$ cat config.mk
export PLATFORM = sky130hd
export DESIGN_NAME = lc_dco_cal
export DESIGN_NICKNAME = d
export VERILOG_FILES = /design/src/rtl/lc_dco_cal.sv
export SDC_FILE = /design/constraint.sdc
export NUM_CORES = 1
export LEC_CHECK = 0
export BUFFER_PORTS_ARGS = -buffer_cell sky130_fd_sc_hd__buf_2
export CAP_MARGIN = 10
export CORE_ASPECT_RATIO = 0.9
export CORE_MARGIN = 4
export CORE_UTILIZATION = 50
export DETAILED_ROUTE_END_ITERATION = 7
export GPL_ROUTABILITY_DRIVEN = 0
export GPL_TIMING_DRIVEN = 0
export PLACE_DENSITY = 0.81
export SETUP_SLACK_MARGIN = 0.3
export SYNTH_ARGS = -nofsm -noshare
export SYNTH_HDL_FRONTEND = slang
export SYNTH_SLANG_ARGS = --single-unit
$ cat constraint.sdc
create_clock -name ref_clk -period 3.2 [get_ports ref_clk]
set_input_delay 0.16 -clock ref_clk [delete_from_list [all_inputs] [get_ports ref_clk]]
set_output_delay 0.16 -clock ref_clk [all_outputs]
set_load 0.02 [all_outputs]
$ cat src/rtl/lc_dco_cal.sv
// lc_dco_cal: LC DCO capacitor-code calibration and characterisation controller.
// For every trial code it waits a settle interval, counts divided-DCO ticks over a
// fixed reference window, then either binary-searches the code against a target
// count (SAR mode) or steps through every code and reports each measurement (sweep).
module lc_dco_cal #(
   parameter int SW_Width      = 8,
   parameter int CNT_Width     = 16,
   parameter int WIN_CYCLES    = 1024,
   parameter int SETTLE_CYCLES = 16
) (
   input  logic                 ref_clk,
   input  logic                 rst,
   input  logic                 start,
   input  logic                 abort,
   input  logic                 mode,
   input  logic [CNT_Width-1:0] target_cnt,
   input  logic                 dco_tick,
   output logic [SW_Width-1:0]  sw,
   output logic                 busy,
   output logic                 done,
   output logic                 meas_valid,
   output logic [CNT_Width-1:0] meas_cnt,
   output logic [SW_Width-1:0]  meas_code
);

   localparam logic [2:0] ST_IDLE    = 3'd0;
   localparam logic [2:0] ST_SETTLE  = 3'd1;
   localparam logic [2:0] ST_MEASURE = 3'd2;
   localparam logic [2:0] ST_DECIDE  = 3'd3;
   localparam logic [2:0] ST_FINISH  = 3'd4;

   // One down-counter serves both the settle and the measurement interval.
   localparam int TMR_MAX = (WIN_CYCLES > SETTLE_CYCLES) ? WIN_CYCLES : SETTLE_CYCLES;
   localparam int TMR_W   = $clog2(TMR_MAX + 1);
   localparam int BI_W    = (SW_Width > 1) ? $clog2(SW_Width) : 1;

   localparam logic [TMR_W-1:0]    SETTLE_LOAD = TMR_W'(SETTLE_CYCLES - 1);
   localparam logic [TMR_W-1:0]    WIN_LOAD    = TMR_W'(WIN_CYCLES - 1);
   localparam logic [SW_Width-1:0] SAR_FIRST   = SW_Width'(1) << (SW_Width - 1);
   localparam logic [BI_W-1:0]     BIT_TOP     = BI_W'(SW_Width - 1);

   logic [2:0]           state;
   logic [TMR_W-1:0]     timer;
   logic [CNT_Width-1:0] cnt;
   logic [BI_W-1:0]      bit_idx;
   logic [BI_W-1:0]      bit_idx_m1;
   logic                 mode_q;
   logic [CNT_Width-1:0] target_q;
   logic [SW_Width-1:0]  sar_code_n;
   logic                 sar_last;

   // Tick counter holds at all-ones rather than wrapping to a misleading small value.
   function automatic logic [CNT_Width-1:0] sat_inc(input logic [CNT_Width-1:0] v);
      return (&v) ? v : v + 1'b1;
   endfunction

   assign bit_idx_m1 = bit_idx - BI_W'(1);
   assign sar_last   = (bit_idx == '0);

   // SAR step: a count above target means the DCO runs fast, so the bit under
   // test stays set (more capacitance); then the next lower bit is tried.
   always_comb begin
      sar_code_n = sw;
      if (!(cnt > target_q)) sar_code_n[bit_idx] = 1'b0;
      if (!sar_last) sar_code_n[bit_idx_m1] = 1'b1;
   end

   // Run sequencer: trial settle/measure/decide loop plus registered outputs.
   always_ff @(posedge ref_clk) begin
      if (rst) begin
         state      <= ST_IDLE;
         timer      <= '0;
         cnt        <= '0;
         bit_idx    <= '0;
         mode_q     <= 1'b0;
         target_q   <= '0;
         sw         <= '0;
         busy       <= 1'b0;
         done       <= 1'b0;
         meas_valid <= 1'b0;
         meas_cnt   <= '0;
         meas_code  <= '0;
      end else begin
         done       <= 1'b0;
         meas_valid <= 1'b0;
         if (abort && (state != ST_IDLE)) begin
            state <= ST_IDLE;
            busy  <= 1'b0;
            sw    <= '0;
         end else begin
            case (state)
               ST_IDLE: begin
                  if (start && !abort) begin
                     mode_q   <= mode;
                     target_q <= target_cnt;
                     sw       <= mode ? '0 : SAR_FIRST;
                     bit_idx  <= BIT_TOP;
                     timer    <= SETTLE_LOAD;
                     busy     <= 1'b1;
                     state    <= ST_SETTLE;
                  end
               end
               ST_SETTLE: begin
                  if (timer == '0) begin
                     timer <= WIN_LOAD;
                     cnt   <= '0;
                     state <= ST_MEASURE;
                  end else begin
                     timer <= timer - 1'b1;
                  end
               end
               ST_MEASURE: begin
                  if (dco_tick) cnt <= sat_inc(cnt);
                  if (timer == '0) begin
                     state <= ST_DECIDE;
                  end else begin
                     timer <= timer - 1'b1;
                  end
               end
               ST_DECIDE: begin
                  meas_valid <= 1'b1;
                  meas_cnt   <= cnt;
                  meas_code  <= sw;
                  if (!mode_q) begin
                     sw <= sar_code_n;
                     if (sar_last) begin
                        state <= ST_FINISH;
                     end else begin
                        bit_idx <= bit_idx_m1;
                        timer   <= SETTLE_LOAD;
                        state   <= ST_SETTLE;
                     end
                  end else begin
                     if (&sw) begin
                        state <= ST_FINISH;
                     end else begin
                        sw    <= sw + 1'b1;
                        timer <= SETTLE_LOAD;
                        state <= ST_SETTLE;
                     end
                  end
               end
               ST_FINISH: begin
                  done  <= 1'b1;
                  busy  <= 1'b0;
                  state <= ST_IDLE;
               end
               default: state <= ST_IDLE;
            endcase
         end
      end
   end

endmodule

==> run summary, run 1 <==
critical path arrival: 2.96 ns
share of flip-flops with an asynchronous set or reset: 0
critical path's top delay family: simple AND/OR/NAND/NOR gates
Final Hold Fails: 0
WHS Path Cells: 3
TritonRoute pass-1 iters: 5
initial DRC count: 283
endpoints failing setup: 0
Worst Slack Setup Final: 0.525 ns
largest net degree at the start of global routing: 16
core area: 8690 um^2
Worst-path clk slew: 0.09 ns
clock network power share: 0.328
sequential power share: 0.503
total internal power: 1.53 mW
WL per Instance: 15.1 um
Die H: 98.3 um
setup_tns: 0 ns
Max Slew Vio Count: 0
Clock Sinks: 85
clock latency at the later pin of the worst-skew pair: 0.36 ns
Max clock buf depth: 2
CP Launch Type: flip-flop
ys flop type: dfxtp_1
Slew @ Worst Pin: 0.772 ns
effective utilization at floorplan: 0.522
initial antenna violation count: 0
share of layout cells above drive strength 1: 0.130
Synth Warn #: 0
Max-Cap Viols: 0
critical setup path kind: reg2reg
final wirelength: 11900 um
WHS: 0.0327 ns
most common cell in the netlist: nand2_1
I/O Buffers: 56
Pwr per Cell Area: 430 nW/um^2
worst slack, placed: 0.424 ns
syn avg cell area: 7.59 um^2
Net Sw Frac: 0.308
Layout Skew: 0.0146 ns
die area: 10700 um^2
io pins: 57
Util after Layout: 0.594
Lkg Pwr: 1.97 nW
post-synth cell types: 55
n_diodes: 0
Via density: 5.78
Post-synth EDFFs: 0
top area cells in the synthesized netlist: dfxtp_1 38%, nand2_1 9.4%, a21oi_1 8.8%
slowest stage delay, CP: 0.40 ns
syn nets: 640
Die W: 108 um
Finished Cell Area: 5160 um^2
final worst-path cycle share: 0.836
most used cell, CP: buf_6
part of the power in combinational logic: 0.169
Filler cells: 773
row cnt: 32
Antenna Violating Nets Remaining: 0
DP Area: 4960 um^2
total gr overflow: 0
worst min path class: in2reg
vias in the first global route: 4161
cell area after synthesis: 4530 um^2
dpl hpwl: 8730 um
highest-delay cell along the critical path: or4_1
CP Data Required Time: 3.49 ns
FF-to-FF path depth: 10
Post-CTS Repair Setup Buffers: 0
Final min period: 2.67 ns
#FFs+latches synth: 85
Num CTS Buffers: 9
register area share after synthesis: 0.375
CP endpoint kind: flip-flop
total number of vias: 4553
total track usage: 0.226
max_slew headroom: 0.484
Buf+Inv Stages, Crit Path: 3
Sw Pwr: 0.683 mW
synth cell count leaders: 113 x nand2_1, 85 x dfxtp_1, 80 x a21oi_1, 43 x nor2_1, 33 x clkbuf_1
Max Fclk: 374 MHz
final net count: 707
H-tree depth: 3
crit-path cells: inv_1 -> ha_1 -> or3b_1 -> buf_6 -> o41ai_4 -> o211ai_4 -> or2_4 -> buf_6 -> or4_1 -> a21oi_1
RSZ-0062 raised after global routing: no
CP Max Fanout: 10
internal reg-to-reg setup slack: 0.53 ns
Root Buffer: clkbuf_8
Synth area leader: dfxtp_1
stages on the worst setup path: 10
status: finished, final reports clean
CTS tree: done
Synth top area share: 0.375
residual DRC count: 0
Area Overhead vs Synth: 13.8%
post-synthesis cell count: 597
Max VDD drop: 0.270 mV
first-pass GRT wire length: 19800 um
final cells by class:
cell class	count	area (um^2)	area share
plain buffers	36	151	0.0293
clock buffers	10	138	0.0267
clock inverters	6	47.5	0.00922
inverters	22	82.6	0.0160
multi-input cells	454	2610	0.506
flip-flops and latches	85	1700	0.330
well taps	119	149	0.0289
repair buffers	56	280	0.0543
power groups by stage:
stage / combinational, mW / sequential [mW] / clock, mW
after floorplan: 0.271 / 1.14 / 0
after global placement: 0.350 / 1.14 / 0
after detailed placement: 0.361 / 1.14 / 0
after CTS: 0.364 / 1.11 / 0.740
after global routing: 0.416 / 1.12 / 0.775
final: 0.375 / 1.12 / 0.727
metal layers:
metal  vias up  wire, um  GRT usage
li1       2244         -          -
met1      2086      5190      0.309
met2       197      5550      0.360
met3        26       981     0.0443
met4         0       169     0.0670
met5         -         0          0
repair_timing:
action                                  CTS  global route
endpoints found under the setup margin    0            12
hold buffers                              0             0
gates resized for setup                   0             2
worst paths after layout:
check,end,startpoint
worst max-delay path,cnt[14]$_SDFFE_PP0P_,timer[0]$_SDFFE_PP0P_
worst min-delay path,target_q[12]$_SDFFE_PP0P_,target_cnt[12]
worst max register to register,cnt[14]$_SDFFE_PP0P_,timer[0]$_SDFFE_PP0P_
worst min register to register,meas_code[2]$_SDFFE_PP0P_,meas_code[2]$_SDFFE_PP0P_
per-stage QoR:
stage,std cells,power (mW)
final,788,2.22
after global routing,788,2.31
after CTS,788,2.22
after detailed placement,772,1.50
after global placement,772,1.49
after floorplan,597,1.41
worst reg2reg max path, stage by stage, from the launching register on:
cell and delay (ns):
dfxtp_1 0.35, inv_1 0.07, ha_1 0.16, or3b_1 0.37
buf_6 0.15, o41ai_4 0.36, o211ai_4 0.18, or2_4 0.29
buf_6 0.14, or4_1 0.40, a21oi_1 0.13
sequential cells by signal (all words and copies together) (netlist names):
name	cells
bit_idx	3
busy	1
cnt	16
done	1
meas_cnt	16
meas_code	8
meas_valid	1
mode_q	1
state	3
sw	8
target_q	16
timer	11
cell usage in the layout, fill, tap and decap left out, types with 5 or more instances in the layout:
master    Yosys  layout
and2_1        7       7
nor3_1       13      13
o22ai_1       5       5
dfxtp_1      85      85
or3_1        11      11
a311oi_1      5       5
nand3_1      21      21
nand2_1     113     113
nand2b_1      9       9
o21ai_0      24      24
inv_1        22      22
a21oi_1      80      80
a22oi_1       6       6
nor2_1       43      43
clkbuf_1     33      33
clkbuf_8      0      10
ha_1         21      21
nand4_1       9       9
or4_1         6       6
nor4_1        7       6
a31oi_1       8       8
buf_2         1      57
cells by family after synthesis:
family          synth area share
compound gates             0.213
xor+xnor                  0.0135
fa+ha+maj                 0.0580
buf+inv                   0.0516
flops                      0.375
mux                      0.00497
simple gates               0.283
Power figures use the tool's default switching activity.
==> inputs of run 2 (changes only) <==
--- a/config.mk
+++ b/config.mk
@@ -5,6 +5,7 @@
 export SDC_FILE = /design/constraint.sdc
 export NUM_CORES = 1
 export LEC_CHECK = 0
+export ABC_AREA = 1
 export BUFFER_PORTS_ARGS = -buffer_cell sky130_fd_sc_hd__buf_2
 export CAP_MARGIN = 10
 export CORE_ASPECT_RATIO = 0.9
==> constraint.sdc (replaced) <==
create_clock -name ref_clk -period 2.7 [get_ports ref_clk]
set_input_delay 0.135 -clock ref_clk [delete_from_list [all_inputs] [get_ports ref_clk]]
set_output_delay 0.135 -clock ref_clk [all_outputs]
set_load 0.02 [all_outputs]
==> run 2 against run 1 <==
Cell count grew 6.2%. Worst setup slack lost 0.025 ns. Clock skew shrank 0.0046 ns. Final area is essentially flat. Area after synthesis grew 0.14%. Routed wire length shrank 2.0%. Sequential cell count is the same. Highest routed layer unchanged.
==> run summary, run 2 <==
status: finished, final reports clean
syn nets: 689
commonest non-fill, non-tap cell in the layout: nand2_1
TritonRoute pass-1 iters: 5
Max Fclk: 455 MHz
crit path launch: bit_idx[0]$_SDFFE_PP0P_
Max-Cap Viols: 0
RSZ-0062 raised after global routing: no
Slew @ Worst Pin: 0.593 ns
top area cells in the synthesized netlist: dfxtp_1 37%, nand2_1 11%, a21oi_1 8.3%
Post-synth EDFFs: 0
Die H: 98.4 um
Max clock buf depth: 2
final worst-path cycle share: 0.815
initial DRC count: 406
sequential power share: 0.358
CP Max Fanout: 11
GR met2 Demand/Resource: 0.360
Max Slew Vio Count: 0
io pins: 57
n_diodes: 0
row cnt: 32
Post-CTS Repair Setup Buffers: 0
multi-input logic area: 2480 um^2
part of the power in combinational logic: 0.454
Sw Pwr: 1.96 mW
final wirelength: 11600 um
most common cell in the netlist: nand2_1
synth cell count leaders: 128 x nand2_1, 85 x dfxtp_1, 83 x nor2_1, 75 x a21oi_1, 63 x inv_1
Worst Slack Setup Final: 0.500 ns
I/O Buffers: 55
total number of vias: 4553
ys flop type: dfxtp_1
H-tree depth: 3
Worst-path clk slew: 0.09 ns
FF-to-FF Start: bit_idx[0]$_SDFFE_PP0P_
share of flip-flops with an asynchronous set or reset: 0
worst slack, placed: 0.497 ns
Final min period: 2.20 ns
highest-delay cell along the critical path: dfxtp_1
worst min path class: in2reg
Num CTS Buffers: 9
Clock Sinks: 85
die area: 10700 um^2
Net Sw Frac: 0.443
WL per Instance: 13.9 um
FF/Latch Area: 1700 um^2
Area Overhead vs Synth: 13.6%
Pwr per Cell Area: 857 nW/um^2
final net count: 756
clock network power share: 0.188
effective utilization at floorplan: 0.520
initial antenna violation count: 0
Final Power: 4.42 mW
syn avg cell area: 7.03 um^2
Antenna Violating Nets Remaining: 0
cell area after synthesis: 4540 um^2
setup_tns: 0 ns
Synth area leader: dfxtp_1
clock latency at the later pin of the worst-skew pair: 0.36 ns
post-synth cell types: 42
#FFs+latches synth: 85
hold path start: target_cnt[3]
most used cell, CP: nand2_1
residual DRC count: 0
largest net degree at the start of global routing: 16
crit-path cells: buf_2 -> clkinvlp_4 -> ha_1 -> nand2_2 -> o21ai_0 -> nand2_1 -> nand3b_4 -> inv_2 -> buf_6 -> nand2_1 -> a21oi_1
Synth top area share: 0.375
dpl hpwl: 8650 um
Final Hold Fails: 0
critical setup path kind: reg2reg
Layout Skew: 0.0101 ns
Max VDD drop: 0.538 mV
CTS tree: done
max_slew headroom: 0.602
endpoints failing setup: 0
slowest stage delay, CP: 0.31 ns
CP Data Required Time: 2.98 ns
Via density: 5.44
CP Launch Type: flip-flop
busiest grt layer: met2
register area share after synthesis: 0.375
total track usage: 0.223
most frequent cells in the layout: 128 x nand2_1, 83 x nor2_1, 83 x dfxtp_1, 75 x a21oi_1, 63 x inv_1
Top Registers: cnt x16, meas_cnt x16, target_q x16
CP endpoint kind: flip-flop
core area: 8730 um^2
Die W: 108 um
total internal power: 2.46 mW
Synth Warn #: 0
Filler cells: 837
share of layout cells above drive strength 1: 0.141
Lkg Pwr: 2.22 nW
critical path arrival: 2.48 ns
post-synthesis cell count: 646
first-pass GRT wire length: 19400 um
Util after Layout: 0.591
total gr overflow: 0
global-route met1 utilization: 0.294
vias in the first global route: 4209
met3 GRT Util: 0.0463
Root Buffer: clkbuf_8
==> run 2: final cells by class <==
cell class              instances  area share
plain buffers                  21      0.0194
clock buffers                  10      0.0248
clock inverters                 6     0.00922
inverters                      69      0.0512
multi-input cells             471       0.481
flip-flops and latches         85       0.331
well taps                     119      0.0289
repair buffers                 56      0.0553
==> run 2: final timing paths <==
check	slack, ns	cells after the start	endpoint
worst max register to register	0.50	11	timer[3]$_SDFFE_PP0P_
worst max-delay path	0.50	11	timer[3]$_SDFFE_PP0P_
worst min-delay path	0.05	3	target_q[3]$_SDFFE_PP0P_
worst min register to register	0.46	2	target_q[13]$_SDFFE_PP0P_
==> run 2: power groups by stage <==
stage                     logic (mW)  clock network [mW]  registers (mW)
final                           2.01               0.831            1.58
after global routing            2.23               0.893            1.60
after CTS                       1.97               0.836            1.58
after detailed placement        1.95                   0            1.60
after global placement          1.89                   0            1.60
after floorplan                 1.52                   0            1.61
==> run 2: layer usage <==
metal / share of wire / vias up
met5: 0 / -
met4: 0.018 / 0
met3: 0.063 / 23
met2: 0.46 / 162
met1: 0.45 / 2102
li1: - / 2266
==> run 2: worst max-delay path, delay by kind of cell (launching register included) <==
kind | cells | cell delay, ns
adder cells (fa/ha/maj) | 1 | 0.27
flip-flops | 1 | 0.31
AO/OA/AOI/OAI | 2 | 0.29
AND/OR/NAND/NOR | 4 | 0.55
buffers and inverters | 4 | 0.70
==> run 2: metrics by stage <==
stage / area, um^2 / hold slack, ns / std cells
2_1_floorplan: 4540 / 0.270 / 646
3_3_place_gp: 4960 / 0.384 / 820
3_5_place_dp: 4960 / 0.377 / 820
4_1_cts: 5150 / 0.0427 / 837
5_1_grt: 5150 / 0.0541 / 837
6_report: 5150 / 0.0548 / 837
==> run 2: cell families (layout without fill, tap and decap cells) <==
logic type,Yosys count,count (layout),share of synthesized area
xor+xnor,20,20,0.0386
compound gates,155,155,0.183
flops,85,85,0.375
buf+inv,90,162,0.0794
simple gates,275,275,0.266
fa+ha+maj,21,21,0.0579
==> run 2: repair_timing <==
action,in CTS,in global routing
gates resized for setup,0,3
hold buffers,1,0
hold endpoints to repair,1,0
endpoints found under the setup margin,0,8
